## src/rtl/gate_truth_sweep.sv

```systemverilog
// gate_truth_sweep: exhaustive truth-table sweep of a selectable N-input gate
module gate_truth_sweep #(
  parameter int N_IN = 2,
  parameter int HOLD = 1
) (
  input  logic                 clk,
  input  logic                 rst,
  input  logic                 start,
  input  logic [2:0]           op,
  output logic                 busy,
  output logic                 done,
  output logic [N_IN-1:0]      cur_in,
  output logic                 cur_out,
  output logic [2**N_IN-1:0]   truth_table,
  output logic [N_IN:0]        ones_cnt
);
  typedef enum logic [1:0] {IDLE, RUN, DONE} state_t;
  state_t state, state_n;
  logic [2:0] op_q;
  logic [7:0] cnt;
  logic accept, hold_end, last_vec;
  assign accept = start && state != RUN;
  assign hold_end = cnt == 8'(HOLD - 1);
  assign last_vec = &cur_in;
  assign busy = state == RUN;
  assign done = state == DONE;
  // gate evaluation of the applied vector under the latched op; reserved ops give 0
  always_comb begin
    cur_out = op_q == 3'd0 ? &cur_in :
              op_q == 3'd1 ? |cur_in :
              op_q == 3'd2 ? ^cur_in :
              op_q == 3'd3 ? ~&cur_in :
              op_q == 3'd4 ? ~|cur_in :
              op_q == 3'd5 ? ~^cur_in : 1'b0;
  end
  // next state: start accepted outside RUN, last capture ends the sweep, DONE lasts one cycle
  always_comb begin
    state_n = state;
    if (accept) state_n = RUN;
    else if (state == RUN && hold_end && last_vec) state_n = DONE;
    else if (state == DONE) state_n = IDLE;
  end
  // state register
  always_ff @(posedge clk or posedge rst) begin
    if (rst) state <= IDLE;
    else state <= state_n;
  end
  // sweep datapath: latch op on start, dwell HOLD cycles per vector, capture on the last one
  always_ff @(posedge clk or posedge rst) begin
    if (rst) begin
      op_q <= '0;
      cnt <= '0;
      cur_in <= '0;
      truth_table <= '0;
      ones_cnt <= '0;
    end else if (accept) begin
      op_q <= op;
      cnt <= '0;
      cur_in <= '0;
      truth_table <= '0;
      ones_cnt <= '0;
    end else if (state == RUN) begin
      if (hold_end) begin
        truth_table[cur_in] <= cur_out;
        ones_cnt <= ones_cnt + {{N_IN{1'b0}}, cur_out};
        if (!last_vec) begin
          cur_in <= cur_in + 1'b1;
          cnt <= '0;
        end
      end else begin
        cnt <= cnt + 8'd1;
      end
    end
  end
endmodule
```

## config.mk

```make
export PLATFORM = sky130hd
export DESIGN_NAME = gate_truth_sweep
export DESIGN_NICKNAME = d
export VERILOG_FILES = /design/src/rtl/gate_truth_sweep.sv
export SDC_FILE = /design/constraint.sdc
export NUM_CORES = 1
export LEC_CHECK = 0
export ABC_AREA = 1
export CAP_MARGIN = 15
export CORE_MARGIN = 2
export CORE_UTILIZATION = 30
export DETAILED_ROUTE_END_ITERATION = 12
export GPL_TIMING_DRIVEN = 0
export PLACE_DENSITY = 0.58
export SETUP_SLACK_MARGIN = 0.02
export SLEW_MARGIN = 20
export SYNTH_ARGS = -nofsm -noshare
export SYNTH_HDL_FRONTEND = slang
export SYNTH_SLANG_ARGS = --single-unit
```

## constraint.sdc

```tcl
create_clock -name clk -period 2.23 [get_ports clk]
set_input_delay 0.446 -clock clk [delete_from_list [all_inputs] [get_ports clk]]
set_output_delay 0.446 -clock clk [all_outputs]
set_load 0.02 [all_outputs]
```

# Word-level counts from Yosys, hierarchy flattened
# Cells that the tools add are included.
# op_classes
add_sub_neg	3
n_lt_le_gt_ge	2
n_eq_ne	10
n_mux	26
n_reduce_logical	18
# ops
op	count
$mux W8	4
$mux W2	7
$mux W4	3
$mux W3	3
$add A8 B1 Y8 const B	1
$logic_not A8 Y1	1
$mux W1	7
$eq A3 B2 Y1 const B	2
$eq A3 B3 Y1 const B	2
$reduce_and A2 Y1	3
$bwmux W4	1
$logic_and A1 B1 Y1	4
$reduce_bool A2 Y1	2
$add A3 B1 Y3	1
$eq A3 B1 Y1 const B	1
$logic_not A3 Y1	1
$lt A2 B3 Y1 const B	1
$ne A3 B3 Y1 const B	1
$reduce_and A3 Y1	1
$reduce_bool A3 Y1	1
$add A2 B1 Y2 const B	1
$demux W1 S2	1
$eq A2 B1 Y1 const B	1
$eq A2 B2 Y1 const B	1
7 further kinds	8
# totals
regBits	22
output_inout_bits	12

# Longest topological paths before layout
# logic_depth
depth_word	11
depth_mapped	11
mapped_depth_nobuf	11

# Least setup slack after synthesis
# OpenSTA, ideal clock, no wires.
# synth_timing
path_type	register to register
start	register cur_in[0]
end	register ones_cnt[2]
setup_time_ns	0.127
arrival_time_ns	2.325
required_ns	2.103
setup_slack_ns	-0.222
path_stages_with_launch	12
n_path_buf	0
path_cell_list	dfrtp_1 inv_1 ha_1 nand2_1 inv_1 nor2_1 nand3_1 a21boi_0 ha_1 ha_1 xnor2_1 o21ai_0
# synth_via
elab_chain_cells	11
elab_cells_between_ends	16
classes_between	add/sub (1); mux (9); reduce/logical (6)
# synth_rtl
item	line_no	text
start, declared	12	output logic [N_IN-1:0] cur_in,
start signal, assigned	67	cur_in <= cur_in + 1'b1;
$reduce_xnor A2 Y1 or $reduce_or A2 Y1 (tied branches)	34, 30, 33	
$mux W1 or $logic_not A1 Y1 (tied branches)	34, 33	
$mux W1	33	op_q == 3'd4 ? ~|cur_in :
$mux W1	32	op_q == 3'd3 ? ~&cur_in :
$mux W1	31	op_q == 3'd2 ? ^cur_in :
$mux W1	30	op_q == 3'd1 ? |cur_in :
$mux W1 *	29	cur_out = op_q == 3'd0 ? &cur_in :
named net cur_out	13	output logic cur_out,
$add A3 B1 Y3 *	65	ones_cnt <= ones_cnt + {{N_IN{1'b0}}, cur_out};
$mux W3 *	63	if (hold_end) begin
$mux W3 *	62	end else if (state == RUN) begin
$mux W3 *	56	end else if (accept) begin
end signal, assigned	65	
end, declared	15	output logic [N_IN:0] ones_cnt
# The timed path passes the listed nets; every way through them passes the cells marked *. The select of a mux whose other input is x is not followed.
# A chain may end at the register's enable or synchronous reset.

# Final worst setup path
# layout_timing
start	register cur_in[0]
end	output port cur_out
# layout_via
elab_chain_cells	7
elab_cells_between_ends	12
classes_between	mux (6); reduce/logical (6)
# layout_rtl
item	line_no
$reduce_xnor A2 Y1 or $reduce_or A2 Y1 (tied branches)	34, 30, 33
$mux W1 or $logic_not A1 Y1 (tied branches)	34, 33
$mux W1	33
$mux W1	32
$mux W1	31
$mux W1	30
$mux W1 *	29
end, declared	13
# Every way passes the cells marked *; elsewhere a longest branch is shown, timed or not.

==> results.sh <==
export IMPL_drtIter0Drc=44
export IMPL_slew_headroom_pct=42.7
export IMPL_root_buffer="clkbuf_8"
export IMPL_synthDistinctLibCells=27
export IMPL_cts_made_buffers=3
export IMPL_start_kind="register"
export IMPL_rr_startpoint="cur_in[0]$_DFFE_PP0P_"
export IMPL_ys_seq_area_share_pct=40.7
export IMPL_drc=0
export IMPL_p_switching_mw=1.09
export IMPL_clock_skew_ps=2.37
export IMPL_grt_overflow=0
export IMPL_cp_cell_sequence="inv_2, ha_4, nand2_1, inv_1, nor2_1, nand3_1, a21boi_2, buf_4"
export IMPL_die_area_sq_um=5060
export IMPL_hold_viol_final=0
export IMPL_totalWireLength_mm=2.77
export IMPL_drv_cap=0
export IMPL_layout_min_cycle_time_ps=2100
export IMPL_cts_tree="built"
export IMPL_critPathMaxStageDelay_ps=430
export IMPL_antenna_found_initial=0
export IMPL_vias=1138
export IMPL_drv_slew=0
export IMPL_holdPathEnd="truth_table[3]$_DFFE_PP0P_"
export IMPL_hold_worst_slack_ps=522
export IMPL_final_setup_viol_count=0
export IMPL_reg2reg_setup_slack_ps=290
export IMPL_r2r_end="ones_cnt[2]$_DFFE_PP0P_"
export IMPL_design_area_sq_um=1670
export IMPL_finalCritPeriodShare_pct=94.2
export IMPL_final_common_cell="nand2_1"
export IMPL_hold_class="register to register"
export IMPL_p_leak_nw=0.833
export IMPL_crit_path_end_kind="primary output"
export IMPL_p_total_mw=2.33
export IMPL_grtUsageTotal_pct=12.0
export IMPL_yosys_warnings=0
export IMPL_status="complete, no violations"
export IMPL_critical_path_class="register to primary output"
export IMPL_dpl_hpwl_mm=2.00
export IMPL_drt_pass1_iterations=6
export IMPL_grt_pass1_wl_mm=4.90
export IMPL_crit_slowest_cell="dfrtp_1"
export IMPL_start_util_pct=31.0
export IMPL_grt_pass1_vias=1036
export IMPL_hp_start="truth_table[3]$_DFFE_PP0P_"
export IMPL_num_antenna_cells=0
export IMPL_crit_fanout=4
export IMPL_place_gp_congestion=0.854
export IMPL_syn_num_nets=186
export IMPL_power_density_nw_per_um2=1400
export IMPL_crit_buf_inv=3
export IMPL_ant_nets=0
export IMPL_fp_row_count=24
export IMPL_die_x_microns=71.1
export IMPL_worst_pin_slew_ps=859
export IMPL_drive_gt1_share_pct=18.5
export IMPL_grt_max_degree=23
export IMPL_insertion_delay_ps=260
export IMPL_ctsLongestPathBuffers=2
export IMPL_wl_per_cell_microns=11.2
export IMPL_final_cell_mix="nand2_1 (41), dfrtp_1 (22), inv_1 (19), nand3_1 (19), clkdlybuf4s50_1 (16)"
export IMPL_seq_power_share_pct=27.5
export IMPL_io_pins=18
export IMPL_fp_coreArea_sq_um=4350
export IMPL_cp_top_family="flip-flops"
export IMPL_cp_data_arrival_time_ps=1650
export IMPL_swShare_pct=46.8
export IMPL_comb_power_share_pct=61.6
export IMPL_viasPerCell=4.61
export IMPL_area_growth_pct=23.3
export IMPL_netlist_area_sq_um=1350
export IMPL_ys_ff_latch=22
export IMPL_placed_area_sq_um=1590
export IMPL_reg2regPathDepth=11
export IMPL_fin_nets=211
export IMPL_clk_pin_slew_ps=80
export IMPL_grt_setup_unrepaired="false"
export IMPL_internal_power_mw=1.24
export IMPL_portBuffers=17
export IMPL_vdd_ir_drop_max_uv=909
export IMPL_cts_sinks=22
export IMPL_die_y_microns=71.1
export IMPL_syn_inst=172
export IMPL_dp_cells=241
export IMPL_avgSynthCellArea_sq_um=7.86
export IMPL_ctsHtreeMaxLevel=1
export IMPL_power_frac_clock_pct=10.9
export IMPL_min_path_cells=2
export IMPL_instances_no_fill=247
export IMPL_required_ps=1780
export IMPL_fmax_mhz=476
==> tightest hold or removal path, delay by kind of cell (launching register included) <==
family	cells	cell delay, ps
flops	1	370
simple gates	2	130
==> layout make-up <==
type | instances | area (sq um)
inverters | 27 | 103
clock buffers | 3 | 41.3
multi-input cells | 120 | 689
repair buffers | 20 | 190
well taps | 52 | 65.1
plain buffers | 3 | 27.5
flip-flops and latches | 22 | 551
fillers | 461 | 2690
==> worst max-delay path by stage <==
stage,start,end,slack [ps],cells after the start
detailed placement,cur_in[0]$_DFFE_PP0P_,cur_out,-160,8
global placement,cur_in[0]$_DFFE_PP0P_,cur_out,-140,8
floorplan,cur_in[0]$_DFFE_PP0P_,ones_cnt[2]$_DFFE_PP0P_,110,11
global route,cur_in[0]$_DFFE_PP0P_,cur_out,20,8
CTS,cur_in[0]$_DFFE_PP0P_,cur_out,40,8
finish,cur_in[0]$_DFFE_PP0P_,cur_out,130,8
==> per-stage QoR <==
stage,util (%),setup WS (ps),setup TNS (ps)
final,38.3,130,0
after global routing,38.3,19.0,0
after CTS,38.0,36.3,0
after detailed placement,36.5,-162,-162
after global placement,36.5,-142,-142
after floorplan,-,112,0
==> flip-flops by register name, indices dropped and copies added (netlist names) <==
register and count:
cnt 8, cur_in 2, ones_cnt 3, op_q 3, state 2, truth_table 4
==> Yosys cell counts, drive strengths merged <==
library cell,count,area share (%)
clkinv,1,0.37
nor2,12,4.6
dfrtp,22,41
buf,3,2.0
inv,26,7.2
o31ai,1,0.56
xnor2,1,0.65
nand2,48,15
a21oi,4,1.5
a21boi,1,0.56
nand3,20,8.3
xor2,1,0.65
o21ai,17,6.9
or2,3,1.4
nor3,1,0.37
ha,8,7.4
nand4,3,1.4
==> power by group through the flow <==
stage | sequential [mW] | combinational [mW] | clock (mW)
final | 0.639 | 1.43 | 0.254
after global routing | 0.660 | 1.62 | 0.271
after CTS | 0.637 | 1.42 | 0.262
after detailed placement | 0.647 | 1.35 | 0
after global placement | 0.642 | 1.34 | 0
after floorplan | 0.719 | 0.841 | 0
==> routing by layer <==
metal | vias up | global-route usage, % | part of all wire (%) | wire length (microns)
met5 | - | 0 | 0 | 0
met4 | 0 | 3.14 | 0.87 | 24
met3 | 2 | 2.85 | 3.5 | 98
met2 | 19 | 18.7 | 47 | 1290
met1 | 523 | 16.8 | 49 | 1360
li1 | 594 | - | - | -
==> logic make-up after synthesis <==
group	Yosys count	synth area share, %
AO/OA/AOI/OAI	23	9.45
flip-flops	22	40.7
XOR/XNOR	2	1.30
adder cells (fa/ha/maj)	8	7.41
AND/OR/NAND/NOR	87	31.5
buffers and inverters	30	9.63
==> timing repair <==
item                       in CTS  in global routing
setup buffers                   2                  1
hold buffers                    0                  0
pin swaps                       1                  1
resized for setup               6                  3
setup endpoints to repair       1                  1
Power figures use the tool's default switching activity.
